$ cat src/rtl/nvic_pkg.sv
// Shared definitions for the NVIC controller: FSM state encoding, default
// source count and the encoded-number width helper.
package nvic_pkg;

  localparam int NVIC_NUM_IRQ_DEFAULT = 11;

  typedef enum logic [1:0] {
    ST_IDLE   = 2'd0,
    ST_REQ    = 2'd1,
    ST_ACTIVE = 2'd2
  } nvic_state_e;

  // Width needed to encode IRQ numbers 0..n, where 0 means "none".
  function automatic int enc_w(input int n);
    return $clog2(n + 1);
  endfunction

endpackage

$ cat src/rtl/nvic_ctrl_if.sv
// Core-side handshake of the NVIC controller: global enable, req/ack/done
// and the IRQ number being requested or serviced.
interface nvic_ctrl_if
  import nvic_pkg::*;
#(
  parameter int ENC_W = enc_w(NVIC_NUM_IRQ_DEFAULT)
);

  logic             i_gie;
  logic             i_ack;
  logic             i_done;
  logic             o_req;
  logic [ENC_W-1:0] o_num;
  logic             o_active;

  // Controller side.
  modport slave (
    input  i_gie, i_ack, i_done,
    output o_req, o_num, o_active
  );

  // Core side.
  modport master (
    output i_gie, i_ack, i_done,
    input  o_req, o_num, o_active
  );

endinterface

$ cat src/rtl/nvic_prio_enc.sv
// Combinational highest-wins encoder: returns (highest set index)+1, or 0
// when no input is set. Generalises the fixed 11-input encoder.
module nvic_prio_enc
  import nvic_pkg::*;
#(
  parameter  int NUM_IRQ = NVIC_NUM_IRQ_DEFAULT,
  localparam int ENC_W   = enc_w(NUM_IRQ)
) (
  input  logic [NUM_IRQ-1:0] i_req,
  output logic [ENC_W-1:0]   o_num
);

  // NOTE: o_num gets a default before the loop so every path assigns it and
  // no latch is inferred; later (higher) indices overwrite earlier ones.
  always_comb begin
    o_num = '0;
    for (int i = 0; i < NUM_IRQ; i++) begin
      if (i_req[i]) o_num = ENC_W'(i + 1);
    end
  end

endmodule

$ cat src/rtl/nvic_ctrl.sv
// Parametrised interrupt controller: edge capture into pending bits, enable
// mask, highest-number selection and a single-level req/ack/done handshake.
module nvic_ctrl
  import nvic_pkg::*;
#(
  parameter int NUM_IRQ = NVIC_NUM_IRQ_DEFAULT
) (
  input  logic               i_clk,
  input  logic               i_rstn,
  input  logic [NUM_IRQ-1:0] i_irq,
  input  logic               i_maskWr,
  input  logic [NUM_IRQ-1:0] i_maskData,
  output logic [NUM_IRQ-1:0] o_pend,
  nvic_ctrl_if.slave         core
);

  localparam int ENC_W = enc_w(NUM_IRQ);

  logic [NUM_IRQ-1:0] r_irq_prev;
  logic [NUM_IRQ-1:0] r_pend;
  logic [NUM_IRQ-1:0] r_mask;
  nvic_state_e        r_state;
  logic [ENC_W-1:0]   r_num;

  logic [NUM_IRQ-1:0] w_rise;
  logic [NUM_IRQ-1:0] w_cand;
  logic [NUM_IRQ-1:0] w_clr;
  logic [ENC_W-1:0]   w_sel_num;
  nvic_state_e        w_state_nxt;
  logic [ENC_W-1:0]   w_num_nxt;

  assign w_rise = i_irq & ~r_irq_prev;
  assign w_cand = r_pend & r_mask;

  nvic_prio_enc #(.NUM_IRQ(NUM_IRQ)) u_prio_enc (
    .i_req (w_cand),
    .o_num (w_sel_num)
  );

  // NOTE: all state, including irq_prev, is cleared by the async reset so a
  // line already high when reset releases is seen as a fresh rise.
  // Non-blocking assignments keep every register sampling pre-edge values.
  always_ff @(posedge i_clk or negedge i_rstn) begin
    if (!i_rstn) begin
      r_irq_prev <= '0;
      r_pend     <= '0;
      r_mask     <= '0;
      r_state    <= ST_IDLE;
      r_num      <= '0;
    end else begin
      r_irq_prev <= i_irq;
      r_pend     <= (r_pend & ~w_clr) | w_rise;
      if (i_maskWr) r_mask <= i_maskData;
      r_state    <= w_state_nxt;
      r_num      <= w_num_nxt;
    end
  end

  // Once in REQ the number is frozen; only the handshake moves the FSM on.
  always_comb begin
    w_state_nxt = r_state;
    w_num_nxt   = r_num;
    w_clr       = '0;
    case (r_state)
      ST_IDLE: begin
        if (core.i_gie && (w_sel_num != '0)) begin
          w_state_nxt = ST_REQ;
          w_num_nxt   = w_sel_num;
        end
      end
      ST_REQ: begin
        if (core.i_ack) begin
          w_state_nxt = ST_ACTIVE;
          w_clr       = {{(NUM_IRQ-1){1'b0}}, 1'b1} << (r_num - ENC_W'(1));
        end
      end
      ST_ACTIVE: begin
        if (core.i_done) begin
          w_state_nxt = ST_IDLE;
          w_num_nxt   = '0;
        end
      end
      default: begin
        w_state_nxt = ST_IDLE;
        w_num_nxt   = '0;
      end
    endcase
  end

  assign o_pend        = r_pend;
  assign core.o_req    = (r_state == ST_REQ);
  assign core.o_active = (r_state == ST_ACTIVE);
  assign core.o_num    = r_num;

endmodule

$ cat src/flat_wrapper.sv
// flat-port wrapper written by rule: the top's interface ports become plain ports
module nvic_ctrl_flat import nvic_pkg::*;
#(
  parameter int NUM_IRQ = NVIC_NUM_IRQ_DEFAULT
)
  (i_clk, i_rstn, i_irq, i_maskWr, i_maskData, o_pend, core_i_gie, core_i_ack, core_i_done, core_o_req, core_o_num, core_o_active);
  nvic_ctrl_if #(.ENC_W((enc_w((11))))) core_i ();
  input  logic i_clk;
  input  logic i_rstn;
  input  logic [NUM_IRQ-1:0] i_irq;
  input  logic i_maskWr;
  input  logic [NUM_IRQ-1:0] i_maskData;
  output logic [NUM_IRQ-1:0] o_pend;
  input wire logic [$bits(core_i.i_gie)-1:0] core_i_gie;
  input wire logic [$bits(core_i.i_ack)-1:0] core_i_ack;
  input wire logic [$bits(core_i.i_done)-1:0] core_i_done;
  output wire logic [$bits(core_i.o_req)-1:0] core_o_req;
  output wire logic [$bits(core_i.o_num)-1:0] core_o_num;
  output wire logic [$bits(core_i.o_active)-1:0] core_o_active;
  assign core_i.i_gie = core_i_gie;
  assign core_i.i_ack = core_i_ack;
  assign core_i.i_done = core_i_done;
  assign core_o_req = core_i.o_req;
  assign core_o_num = core_i.o_num;
  assign core_o_active = core_i.o_active;
  nvic_ctrl #(.NUM_IRQ(NUM_IRQ)) u_core (.i_clk(i_clk), .i_rstn(i_rstn), .i_irq(i_irq), .i_maskWr(i_maskWr), .i_maskData(i_maskData), .o_pend(o_pend), .core(core_i));
endmodule
$ cat config.mk
export PLATFORM = sky130hd
export DESIGN_NAME = nvic_ctrl_flat
export DESIGN_NICKNAME = d
export VERILOG_FILES = /design/src/rtl/nvic_pkg.sv /design/src/rtl/nvic_ctrl_if.sv /design/src/rtl/nvic_prio_enc.sv /design/src/rtl/nvic_ctrl.sv /design/src/flat_wrapper.sv
export SDC_FILE = /design/constraint.sdc
export NUM_CORES = 1
export LEC_CHECK = 0
export ABC_AREA = 0
export CORE_MARGIN = 4
export CORE_UTILIZATION = 35
export DETAILED_ROUTE_END_ITERATION = 7
export GPL_TIMING_DRIVEN = 0
export SYNTH_ARGS = -nofsm -noshare
export SYNTH_HDL_FRONTEND = slang
export SYNTH_SLANG_ARGS = --single-unit
$ cat constraint.sdc
create_clock -name i_clk -period 1.4 [get_ports i_clk]
set_clock_uncertainty 0.05 [all_clocks]
set_input_delay 0.28 -clock i_clk [delete_from_list [all_inputs] [get_ports i_clk]]
set_output_delay 0.28 -clock i_clk [all_outputs]
set_load 0.03 [all_outputs]
After elaboration in Yosys (flattened, before gate mapping)

Index checks and enable logic that the tools add are counted.
Widths: inputs -> output; s select.

Register bits: 39
Latch bits: 0
RAM bits: 0
Bits in read-only memories: 0
Input port bits: 28
Output and inout port bits: 17
Logic and storage cells: 44
Memories kept: 0

Add/subtract/negate cells: 1
$mul: 0
Divide/modulo/power cells: 0
Order comparisons: 0
Equality and inequality tests: 5
Shift-type cells: 1
Mux-type cells: 20
Bitwise logic cells: 7
Reductions and logical operators: 5

Operators with widths:

| operator             | count |
|---|---|
| $mux 4               | 12 |
| $and 11x11->11       | 3 |
| $mux 11              | 2 |
| $not 11->11          | 2 |
| $pmux 4 s3           | 1 |
| $or 11x11->11        | 1 |
| $shl 1x4->11 const A | 1 |
| $mux 2               | 3 |
| $pmux 2 s3           | 1 |
| $reduce_and 3->1     | 2 |
| $ne 2x2->1 const B   | 2 |
| $reduce_bool 4->1    | 1 |
| $sub 4x1->4 const B  | 1 |
| $eq 2x1->1 const B   | 1 |
| $eq 2x2->1 const B   | 1 |
| $logic_not 2->1      | 1 |
| $ne 2x1->1 const B   | 1 |
| $logic_and 1x1->1    | 1 |
| $mux 1               | 1 |
| $not 1->1            | 1 |

Logic depth before layout (Yosys ltp)

Depth in word-level cells: 16
Depth in mapped cells: 6
Depth with buffers taken out: 6

Modules after synthesis

A second synthesis with hierarchy kept.

Cells, all modules: 142
Area total of the unflattened synthesis: 1649.1 µm²

Modules (own cells, without submodules):

| module        | instances | cells an instance | area each (µm²) | sequential area each (µm²) |
|---|---|---|---|---|
| nvic_ctrl     | 1         | 124               | 1556.5          | 975.9 |
| nvic_prio_enc | 1         | 18                | 92.6            | 0.0 |

Least setup slack after synthesis

OpenSTA, ideal clock, no wires.

Path type: register to register
Start point: register u_core.r_pend[8], in the netlist u_core.o_pend[8]
End point: register u_core.r_num[1], in the netlist u_core.core.o_num[1]
Library setup time: 0.079 ns
Arrival time: 1.465 ns
Data required time: 1.271 ns
Path slack: -0.194 ns
Cell stages (with the launch flop): 6
Buffers on the path: 0
Period minus slack after synthesis: 1.594 ns
Cell sequence: dfrtp_1 a22o_1 and3b_2 a31oi_4 a21oi_4 mux2i_1

Longest elaborated chain between the ends: 8
Elaborated cells on any way between the ends: 10
Classes of those cells: eq/ne: 1; mux: 5; bitwise: 1; reduce/logical: 3

RTL lines:

| what                       | RTL line            | source |
|---|---|---|
| start, declared            | nvic_ctrl.sv:20     | `logic [NUM_IRQ-1:0] r_pend;` |
| start signal, assigned     | nvic_ctrl.sv:52     | `r_pend <= (r_pend & ~w_clr) \| w_rise;` |
| $and 11x11->11 (*)         | nvic_ctrl.sv:33     | `assign w_cand = r_pend & r_mask;` |
| $mux 4 (*) (3 in series)   | nvic_prio_enc.sv:18 | `if (i_req[i]) o_num = ENC_W'(i + 1);` |
| $reduce_bool 4->1          | nvic_ctrl.sv:66     | `if (core.i_gie && (w_sel_num != '0)) begin` |
| $logic_and 1x1->1          | nvic_ctrl.sv:66     |  |
| $ne 2x1->1 (no line)       | n/a                 |  |
| $reduce_and 3->1 (no line) | n/a                 |  |
| end signal, assigned       | nvic_ctrl.sv:55     | `r_num <= w_num_nxt;` |
| end, declared              | nvic_ctrl.sv:23     | `logic [ENC_W-1:0] r_num;` |

Every way passes the cells marked *; elsewhere a longest branch is shown, timed or not. The select of a mux whose other input is x is not followed.
A chain may end at the register's enable or synchronous reset.

Worst setup path after layout

Start point: register u_core.r_pend[7], in the netlist u_core.o_pend[7]
End point: register u_core.r_num[1], in the netlist u_core.core.o_num[1]

Longest elaborated chain between the ends: 9
Elaborated cells on any way between the ends: 11
Classes of those cells: eq/ne: 1; mux: 6; bitwise: 1; reduce/logical: 3

RTL lines:

| what                       | RTL line |
|---|---|
| $and 11x11->11 (*)         | nvic_ctrl.sv:33 |
| $mux 4 (*) (4 in series)   | nvic_prio_enc.sv:18 |
| $reduce_bool 4->1          | nvic_ctrl.sv:66 |
| $logic_and 1x1->1          | nvic_ctrl.sv:66 |
| $ne 2x1->1 (no line)       | n/a |
| $reduce_and 3->1 (no line) | n/a |

Marks and branches as above.

==> summary.txt <==
Timing
  – F_max: 641 MHz
  – Max_slew headroom: 0.430
  – RSZ-0062 raised after global routing: true
  – Final hold viol count: 0
  – Max-slew violations: 0
  – Worst Tran Pin Value: 855 ps
  – Setup ws final: -161 ps
  – Post-layout min period: 1560 ps
  – Worst hold margin: 42.3 ps
  – Setup TNS: -584 ps
  – Final setup violation count: 5
  – Final Cycle Share: 1.12

Synthesis
  – Syn_nets: 166
  – Warnings from Yosys: 0
  – Cells after Synth: 138
  – Yosys top cell area share: 0.603
  – Post-synthesis register bit count: 39
  – Synth area leaders: dfrtp_1, mux2_2, o21ai_0, nand2_1, inv_1
  – Area of the mapped netlist: 1620 sq um
  – Synth top cells by count: dfrtp_1, nand2_1, inv_1
  – Synth async-reset ratio: 1.00
  – Count leader, synth: dfrtp_1
  – Netlist cell types: 29
  – Top FF cell, synth: dfrtp_1
  – Yosys top cell by area: dfrtp_1
  – Mean Syn Cell Area: 11.7 sq um
  – Number of synthesized flops with an enable pin: 0
  – Sequential area share after synthesis: 0.603

GRT
  – Gr ovfl total: 0
  – Antenna violations before repair: 0
  – First-pass GRT wire length: 6.56 mm
  – Vias in the first global route: 1399
  – Largest net degree at the start of global routing: 40
  – GRT Overall Usage: 0.143

Cells and area
  – P&R area growth vs syn: 44.0%
  – Share of layout cells above drive strength 1: 0.350
  – Layout Cells excl Fill: 249
  – Design area: 2330 sq um
  – # diodes: 0
  – Post-layout utilization of the core: 0.528
  – Final #Nets: 224

Clock tree
  – CTS Root Cell: clkbuf_8
  – Worst-Skew Late Latency: 290 ps
  – Number of buffers created by CTS: 5
  – CTS tree: yes
  – Maximum level of the CTS H-tree: 2
  – Clock sink count: 39
  – Max clock buf depth: 2
  – Reg clk slew, reported paths: 70 ps

Route
  – Initial DRC Count: 85
  – Total number of vias: 1288
  – # DRC: 0
  – Vias per cell: 5.17
  – Final WL: 3.90 mm
  – Drt wl/cell: 15.7 microns
  – First-pass detailed-route iteration total: 4
  – Post-DRT Antenna Nets: 0

Place
  – Inst Count DP: 234
  – Placement Cell Area: 2150 sq um
  – Port bufs: 44
  – Routability congestion estimate: 0.799
  – HPWL Detailed: 2.88 mm
  – Place WS: -452 ps

Hold path
  – Worst min path class: input port to asynchronous set/reset pin

Floorplan
  – Die width: 76.0 microns
  – Die Footprint: 5780 sq um
  – Cell Rows: 24
  – DIE HEIGHT: 76.0 microns
  – Starting Density: 0.367
  – Core area: 4410 sq um
  – Io pins: 45

Worst setup path
  – Startpoint types: register
  – Worst EP required: 1560 ps
  – Reg2Reg Depth: 5
  – Crit. End Element: register
  – R2r setup slk: -160 ps
  – Worst Path Arrival: 1720 ps
  – Worst r2r src: u_core.o_pend[7]
  – Crit-path max FO: 4
  – Crit Path Class: register to register
  – RR Endpoint: u_core.core.o_num[1]

Power
  – Power per cell area: 1560 nW/um^2
  – Peak VDD IR: 577 uV
  – Pwr Total: 3.65 mW
  – Leakage Power: 1.04 nW

Status
  – Outcome: finished with violations
  – Violations in the final reports: setup timing

Run
  – Max-Cap Viols: 0
[repair_timing]
item	CTS	global route
endpoints found under the setup margin	35	25
pin swaps	2	4
gates resized for setup	61	22
hold endpoints to repair	0	0
buffers inserted	7	0
hold buffers	0	0
[power breakdown]
| group | total, mW | internal [mW] | switching, mW |
|---|---|---|---|
| clock network | 0.819 | 0.449 | 0.370 |
| registers | 1.50 | 1.30 | 0.199 |
| logic | 1.32 | 0.575 | 0.749 |
[state kept, by name (all words and copies together), names as in the netlist]
signal	count
u_core.r_irq_prev	11
u_core.r_state	2
u_core.r_mask	11
u_core.core.o_num	4
u_core.o_pend	11
[cell families (layout without fill, tap and decap cells)]
logic type | count (synthesis) | count (layout) | share of synthesized area
AO/OA/AOI/OAI | 39 | 39 | 0.179
flip-flops | 39 | 39 | 0.603
buffers and inverters | 17 | 76 | 0.0394
AND/OR/NAND/NOR | 29 | 29 | 0.0842
multiplexers | 14 | 14 | 0.0951
[worst max-delay path, cell delays in order (launching register included)]
cell     delay (ps)
dfrtp_2         410
a22o_1          240
and3b_2         270
a31oi_4          90
a21oi_4         210
mux2i_1         210
[layout by cell type (no fill, tap or decap), drive strengths merged]
master         synthesis  routed
a22o                   4       4
clkdlybuf4s50          0      26
buf                    0      15
mux2i                  3       3
mux2                  11      11
o21ba                  1       1
and2                   1       1
clkbuf                 2      11
a222oi                 1       1
nand2b                 2       2
o41ai                  4       4
nand2                 16      16
a32o                   2       2
nand3                  2       2
a21o                   1       1
a21oi                  2       2
nand4                  2       2
clkdlybuf4s15          0       9
o21ai                 20      20
o211ai                 1       1
inv                   15      15
dfrtp                 39      39
a31oi                  2       2
nor2                   3       3
nand3b                 1       1
and3b                  1       1
a22oi                  1       1
nor2b                  1       1
[layer usage]
layer | track usage | routed length (microns)
met2 | 0.242 | 1940
met5 | 0 | 0
met3 | 0.0508 | 249
met4 | 0.0480 | 54
met1 | 0.167 | 1660
[worst max path at each step]
| stage | slack, ps | startpoint | cells past startpoint | to |
|---|---|---|---|---|
| 6_report | -160 | u_core.o_pend[7] | 5 | u_core.core.o_num[1] |
| 5_1_grt | -210 | u_core.r_mask[4] | 5 | u_core.core.o_num[3] |
| 4_1_cts | -140 | u_core.r_state[0] | 2 | core_o_active |
| 3_5_place_dp | -450 | i_maskWr | 3 | u_core.r_mask[1] |
| 3_3_place_gp | -1030 | i_rstn | 1 | u_core.o_pend[8] |
| 2_1_floorplan | -140 | u_core.o_pend[7] | 5 | u_core.core.o_num[1] |
[cell type report]
| cell class | instances | area (sq um) |
|---|---|---|
| flip-flops and latches | 39 | 982 |
| plain buffers | 2 | 10.0 |
| multi-input cells | 82 | 651 |
| clock buffers | 8 | 100 |
| inverters | 15 | 61.3 |
| repair buffers | 51 | 463 |
| well taps | 52 | 65.1 |
| fillers | 408 | 2080 |
Note: power is estimated with default switching activity, not from simulation.
